### src/rtl/rod2_motion_ctrl.sv
// Rod position FSM and sprite pixel addressing for the rod2 renderer.
// Define ROD_LATCH_EN to make the trigger a press-to-toggle latch instead of hold-to-lower.
module rod2_motion_ctrl #(
  parameter int ROD_X0          = 564,
  parameter int Y_TOP           = 210,
  parameter int Y_BOTTOM        = 290,
  parameter int SPRITE_W        = 64,
  parameter int SPRITE_H        = 16,
  parameter int STEP            = 2,
  parameter int FRAMES_PER_STEP = 1
) (
  input  logic       vga_clk,
  input  logic       reset,
  input  logic       vs,
  input  logic       trigger,
  input  logic [9:0] DrawX,
  input  logic [9:0] DrawY,
  output logic [9:0] rom_address,
  output logic       rod_hit,
  output logic [9:0] rod_y,
  output logic       at_top,
  output logic       at_bottom
);

  localparam int CNT_W = (FRAMES_PER_STEP > 1) ? $clog2(FRAMES_PER_STEP) : 1;

  typedef enum logic [1:0] {TOP, DOWN, BOTTOM, UP} state_e;

  state_e           state_q, state_d;
  logic [9:0]       rod_y_q, rod_y_d;
  logic [CNT_W-1:0] frame_cnt_q, frame_cnt_d;
  logic             at_top_q, at_top_d, at_bottom_q, at_bottom_d;
  logic             trig_meta_q, trig_s_q, vs_q;
  logic [9:0]       addr_q, addr_d;
  logic             hit_q, hit_d;
  logic             frame_tick, step, want_down;
  logic [10:0]      down_sum;
  logic             up_floor;
  logic [10:0]      x_off, y_off;
  logic             in_x, in_y;

  // Trigger comes from a mechanical lever, so it is synchronised before use.
  always_ff @(posedge vga_clk or posedge reset) begin
    if (reset) begin
      trig_meta_q <= 1'b0;
      trig_s_q    <= 1'b0;
      vs_q        <= 1'b0;
    end else begin
      trig_meta_q <= trigger;
      trig_s_q    <= trig_meta_q;
      vs_q        <= vs;
    end
  end

  assign frame_tick = vs_q & ~vs;
  assign step       = frame_tick && (frame_cnt_q == CNT_W'(FRAMES_PER_STEP - 1));

`ifdef ROD_LATCH_EN
  logic trig_prev_q, latch_q;

  always_ff @(posedge vga_clk or posedge reset) begin
    if (reset) begin
      trig_prev_q <= 1'b0;
      latch_q     <= 1'b0;
    end else begin
      trig_prev_q <= trig_s_q;
      if (trig_s_q && !trig_prev_q) latch_q <= ~latch_q;
    end
  end

  assign want_down = latch_q;
`else
  assign want_down = trig_s_q;
`endif

  always_ff @(posedge vga_clk or posedge reset) begin
    if (reset) begin
      state_q     <= TOP;
      rod_y_q     <= 10'(Y_TOP);
      frame_cnt_q <= '0;
      at_top_q    <= 1'b1;
      at_bottom_q <= 1'b0;
    end else begin
      state_q     <= state_d;
      rod_y_q     <= rod_y_d;
      frame_cnt_q <= frame_cnt_d;
      at_top_q    <= at_top_d;
      at_bottom_q <= at_bottom_d;
    end
  end

  // Widened sums let the clamp detect overshoot before it wraps.
  assign down_sum = {1'b0, rod_y_q} + 11'(STEP);
  assign up_floor = ({1'b0, rod_y_q} <= 11'(Y_TOP + STEP));

  always_comb begin
    state_d     = state_q;
    rod_y_d     = rod_y_q;
    frame_cnt_d = frame_cnt_q;
    if (frame_tick) begin
      if (state_q == DOWN || state_q == UP)
        frame_cnt_d = step ? '0 : frame_cnt_q + CNT_W'(1);
      unique case (state_q)
        TOP:    if (want_down) state_d = DOWN;
        DOWN: begin
          if (!want_down) state_d = UP;
          else if (step) begin
            if (down_sum >= 11'(Y_BOTTOM)) begin
              rod_y_d = 10'(Y_BOTTOM);
              state_d = BOTTOM;
            end else rod_y_d = down_sum[9:0];
          end
        end
        BOTTOM: if (!want_down) state_d = UP;
        UP: begin
          if (want_down) state_d = DOWN;
          else if (step) begin
            if (up_floor) begin
              rod_y_d = 10'(Y_TOP);
              state_d = TOP;
            end else rod_y_d = rod_y_q - 10'(STEP);
          end
        end
        default: state_d = TOP;
      endcase
    end
  end

  always_comb begin
    at_top_d    = (state_d == TOP);
    at_bottom_d = (state_d == BOTTOM);
  end

  // Offsets are taken in 11 bits so pixels left of / above the sprite fail the range test.
  assign x_off = {1'b0, DrawX} - 11'(ROD_X0);
  assign y_off = {1'b0, DrawY} - {1'b0, rod_y_q};
  assign in_x  = ({1'b0, DrawX} >= 11'(ROD_X0)) && (x_off < 11'(SPRITE_W));
  assign in_y  = (DrawY >= rod_y_q) && (y_off < 11'(SPRITE_H));

  always_comb begin
    hit_d  = in_x && in_y;
    addr_d = '0;
    if (in_x && in_y) addr_d = 10'(x_off + y_off * 11'(SPRITE_W));
  end

  always_ff @(posedge vga_clk or posedge reset) begin
    if (reset) begin
      addr_q <= '0;
      hit_q  <= 1'b0;
    end else begin
      addr_q <= addr_d;
      hit_q  <= hit_d;
    end
  end

  assign rom_address = addr_q;
  assign rod_hit     = hit_q;
  assign rod_y       = rod_y_q;
  assign at_top      = at_top_q;
  assign at_bottom   = at_bottom_q;

endmodule
### config.mk
export PLATFORM = sky130hd
export DESIGN_NAME = rod2_motion_ctrl
export DESIGN_NICKNAME = d
export VERILOG_FILES = /design/src/rtl/rod2_motion_ctrl.sv
export SDC_FILE = /design/constraint.sdc
export NUM_CORES = 1
export LEC_CHECK = 0
export CORE_MARGIN = 2
export CORE_UTILIZATION = 45
export DETAILED_ROUTE_END_ITERATION = 12
export PLACE_DENSITY = 0.72
export RECOVER_POWER = 50
export SYNTH_ARGS = -nofsm -noshare
export SYNTH_HDL_FRONTEND = slang
export SYNTH_SLANG_ARGS = --single-unit
### constraint.sdc
create_clock -name vga_clk -period 5.4 [get_ports vga_clk]
set_input_delay 1.08 -clock vga_clk [delete_from_list [all_inputs] [get_ports vga_clk]]
set_output_delay 1.08 -clock vga_clk [all_outputs]
set_load 0.01 [all_outputs]
**Yosys cells after proc, flatten, opt, wreduce, memory -nomap -nowiden**

Cells that the tools add are included.

- Bits in registers: 29
- Bits of input ports: 24
- Output and inout bits: 23
- Logic and storage cells: 62

- Add/sub/neg operators: 6
- Order comparisons: 6
- Equality and inequality tests: 8
- Muxes and demuxes: 19
- Bitwise logic cells: 3
- Reduce and logical (&&, ||, !) cells: 10

Operator list:

| cell | number |
|---|---|
| two-way mux 10 bit | 7 |
| case mux 10 bit (2 select lines) | 1 |
| two-way mux 2 bit | 9 |
| adder 10 x 2 -> 11 bit, second input constant | 1 |
| greater-or-equal comparator 11 x 9 -> 1 bit, second input constant | 1 |
| less-than comparator 11 x 5 -> 1 bit, second input constant | 1 |
| less-than comparator 11 x 7 -> 1 bit, second input constant | 1 |
| subtractor 10 x 10 -> 11 bit | 1 |
| subtractor 10 x 10 -> 11 bit, second input constant | 1 |
| adder 10 bit | 1 |
| greater-or-equal comparator 10 bit | 1 |
| greater-or-equal comparator 10 bit, second input constant | 1 |
| less-or-equal comparator 10 x 8 -> 1 bit, second input constant | 1 |
| subtractor 10 x 2 -> 10 bit, second input constant | 1 |
| != test 2 bit, second input constant | 4 |
| case mux 2 bit (4 select lines) | 1 |
| equality test 2 bit, second input constant | 3 |
| AND reduction 6 bit | 1 |
| logical AND 1 bit | 4 |
| logical NOT 2 bit | 2 |
| equality test 2 x 1 -> 1 bit, second input constant | 1 |
| inverter 1 bit | 2 |
| AND reduction 2 bit | 1 |
| nonzero test 2 bit | 1 |
| 4 further kinds | 4 |

**Depth between registers and ports, before layout**

- Depth after elaboration: 8
- Mapped depth: 10

**Least setup slack after synthesis**

Ideal clock, no wire load.

- Path type: input to register
- Start: in DrawY[5]
- End: reg addr_q[5] (netlist: rom_address[5])
- Library setup time: 0.071 ns
- Arrival: 2.892 ns
- Path slack: 2.437 ns
- Cell stages on the path: 7
- Cells stage by stage: ha_1 -> a21o_1 -> a221o_1 -> a311o_1 -> a2111o_1 -> buf_6 -> nor2_1

- Longest elaborated chain between the ends: 5
- Elaborated cells between the ends (all ways): 6
- Those cells by class: add/sub: 1; order compare: 2; mux: 1; reduce/logical: 2

RTL lines:

| what | line | RTL |
|---|---|---|
| start, declared | 17 | `input logic [9:0] DrawY,` |
| subtractor 10 x 10 -> 11 bit | 136 | `assign y_off = {1'b0, DrawY} - {1'b0, rod_y_q};` |
| less-than comparator 11 x 5 -> 1 bit | 138 | `assign in_y = (DrawY >= rod_y_q) && (y_off < 11'(SPRITE_H));` |
| logical AND 1 bit * | 138 |  |
| logical AND 1 bit * | 143 | `if (in_x && in_y) addr_d = 10'(x_off + y_off * 11'(SPRITE_W));` |
| two-way mux 10 bit * | 143 |  |
| net addr_d[5] | 34 | `logic [9:0] addr_q, addr_d;` |
| end signal, assigned | 151 | `addr_q <= addr_d;` |
| end, declared | 34 |  |

The timed path passes the listed nets; every way through them passes the cells marked *.
A chain may end at the register's enable or synchronous reset.

**Final worst setup path**

- Start: in DrawY[5]
- End: reg addr_q[4] (netlist: rom_address[4])

The elaborated chain is that of the path after synthesis.

==> flow_summary_export.csv <==
group,metric,value,unit
status,status,"completed",
power,peakVddDrop,0.189,mV
layout,fillerInstances,434,
grt,grt_pass1_vias,1759,
sta,finalHoldViolCount,0,
job,cap_violations,0,
placement,dp_hpwl,3690,um
power,switching_share,43.8,%
critical_path,end_kind,"flip-flop",
synth,ys_seq_area_share,32.8,%
route,drc,0,
power,power_switching,550,uW
die,chipHeight,73.2,um
synth,synth_area_leader_cell,"dfrtp_1",
critical_path,reg2reg_from,"rod_y[1]",
sta,finalCriticalPeriod,3.24,ns
synth,synthArstFlopShare,100,%
route,first_pass_iters,4,
critical_path,crit_arrival,3.45,ns
synth,syn_avg_cell_area,8.42,um^2
sta,setup_viol,0,
clock_tree,cts_num_sinks,28,
die,io_pins,47,
critical_path,rr_worst_depth,8,
route,ant_nets,0,
die,core_area,4660,um^2
sta,worstMarginPinSlew,1.01,ns
critical_path,r2r_end,"rom_address[4]",
synth,synth_nets,297,
power,power_density,468,nW/um^2
layout,areaGrowthSynthToFinish,24.6,%
clock_tree,cts-resized-gates,0,
grt,grt_max_degree,29,
synth,syn_inst,256,
sta,skew,0.00418,ns
die,die_w,73.2,um
sta,fin_setup_tns,0,ns
synth,netlist_top_cells_count,"inv_1, nor2_1, dfrtp_1",
clock_tree,cts_root_buf,"clkbuf_8",
power,pwr-share-clk,13.2,%
critical_path,cp-start-kind,"primary input",
synth,synth_top_cell_area_share,26.7,%
sta,rsz0062_at_grt,"no",
min_path,hold_class,"flip-flop to flip-flop",
route,drt-wirelength-per-cell,13.5,um
critical_path,worstSetupPathType,"primary input to flip-flop",
synth,synth_flop_cell,"dfrtp_1",
layout,drive_gt1_share,5.10,%
clock_tree,clk_path_buf_depth,2,
critical_path,path_max_fanout,11,
route,wirelength,4720,um
grt,grt_overflow,0,
sta,slew_viol_final,0,
clock_tree,clkLatencyLatePin,0.28,ns
clock_tree,cts_made_buffers,3,
die,die_area,5360,um^2
synth,ys_types,55,
power,seq_power_share,28.4,%
die,initial_utilization,46.3,%
power,p_int,706,uW
sta,timing.fmax,0.309,GHz
sta,period_share,60.0,%
layout,fin_util,57.6,%
clock_tree,cts_hold_buf,0,
power,p_leak,0.00124,uW
route,viasPerCell,5.53,
die,rows,25,
min_path,holdCritStartpoint,"trig_meta_q",
min_path,worstHoldEndpoint,"trig_s_q",
sta,relSlewSlack,32.5,%
placement,place_congestion,0.878,
synth,ys_warn_count,0,
grt,grtUsageTotal,18.7,%
route,drtIter0Drc,154,
layout,n_antenna_cell,0,
clock_tree,cts_tree,"done",
clock_tree,clk_pin_slew_worst_paths,0.10,ns
critical_path,rrSetupSlack,2.69,ns
grt,grt_first_pass_wirelength,7870,um
placement,io_buffers,45,
power,p_comb_share,58.3,%
clock_tree,cts_setup_buffers,0,
grt,antenna_found_initial,0,
synth,yosys-top-cells-area,"dfrtp_1, ha_1, dfstp_2",
synth,ys_ff_latch,28,
min_path,whs_path_depth,0,
synth,synth_area,2160,um^2
route,num_vias,1926,
layout,nets,336,
synth,synth_edf_count,0,
clock_tree,htreeDepth,1,
critical_path,crit_required,5.61,ns
-- final cells by class --
type / count / area [um^2] / area share, %
timing repair buffer: 45 / 450 / 16.8
multi-input combinational: 192 / 1290 / 48.2
clock inverter: 1 / 30.0 / 1.12
inverter: 25 / 93.8 / 3.49
tap: 54 / 67.6 / 2.52
sequential: 28 / 707 / 26.3
clock buffer: 3 / 41.3 / 1.54
-- power groups by stage --
stage	Sequential [uW]	Clock (uW)	Combinational (uW)
after floorplan	317	0	572
after global placement	357	0	726
after detailed placement	359	0	731
after CTS	356	169	734
after global routing	366	178	827
final	357	166	733
-- how the worst max path moves through the flow --
stage / from / end / slack (ns)
finish: DrawY[5] / rom_address[4] / 2.16
global route: DrawY[1] / rom_address[4] / 2.00
CTS: DrawY[5] / rom_address[5] / 2.16
detailed placement: DrawY[5] / rom_address[9] / 1.86
global placement: DrawY[5] / rom_address[8] / 1.87
floorplan: DrawY[5] / rom_address[5] / 2.44
-- flip-flops by register name, indices dropped and copies added (netlist names) --
register	flops
at_bottom	1
at_top	1
frame_cnt_q	1
rod_hit	1
rod_y	9
rom_address	10
state_q	2
trig_meta_q	1
trig_s_q	1
vs_q	1
-- cells in the final DEF, fill, tap and decap left out, drive strengths merged, types with 8 or more instances in the layout --
cell            n
a21oi          13
clkdlybuf4s50  35
dfrtp          23
dlygate4sd3    10
ha             15
inv            25
nand2          20
nand3          10
nor2           25
nor3            9
o21ai          12
xnor2          11
xor2            8
-- metal layers --
metal,vias up,part of all wire (%),global-route usage (%)
met4,0,1.1,5.35
li1,977,-,-
met5,-,0,0
met2,51,48,30.6
met1,891,47,25.5
met3,7,4.4,2.90
-- metrics by stage --
stage / hold WS, ns / power (uW) / worst slack, ns / cell area (um^2) / instances
CTS: 0.394 / 1260 / 2.16 / 2690 / 348
detailed placement: 0.369 / 1090 / 1.86 / 2610 / 344
finish: 0.389 / 1260 / 2.16 / 2690 / 348
floorplan: 0.331 / 889 / 2.44 / 2160 / 256
global route: 0.389 / 1370 / 2.00 / 2690 / 348
global placement: 0.335 / 1080 / 1.87 / 2610 / 344
-- worst max-delay path, cell delays in order --
cell             delay [ns]
clkdlybuf4s50_1        0.40
ha_1                   0.39
a21o_1                 0.23
a221o_1                0.36
a311o_1                0.27
a2111o_1               0.57
nor2_1                 0.15
-- cell families (layout without fill, tap and decap cells) --
kind of cell | after synthesis | count (layout) | synth area share [%]
other | 2 | 2 | 0.348
DFF | 28 | 28 | 32.8
and+or+nand+nor | 84 | 84 | 18.3
buffers and inverters | 36 | 74 | 7.14
AOI/OAI and AO/OA | 66 | 66 | 21.2
adders and majority gates | 17 | 17 | 10.6
xor gates and xnor gates | 19 | 19 | 7.72
muxes | 4 | 4 | 1.92
Note: power is estimated with default switching activity, not from simulation.
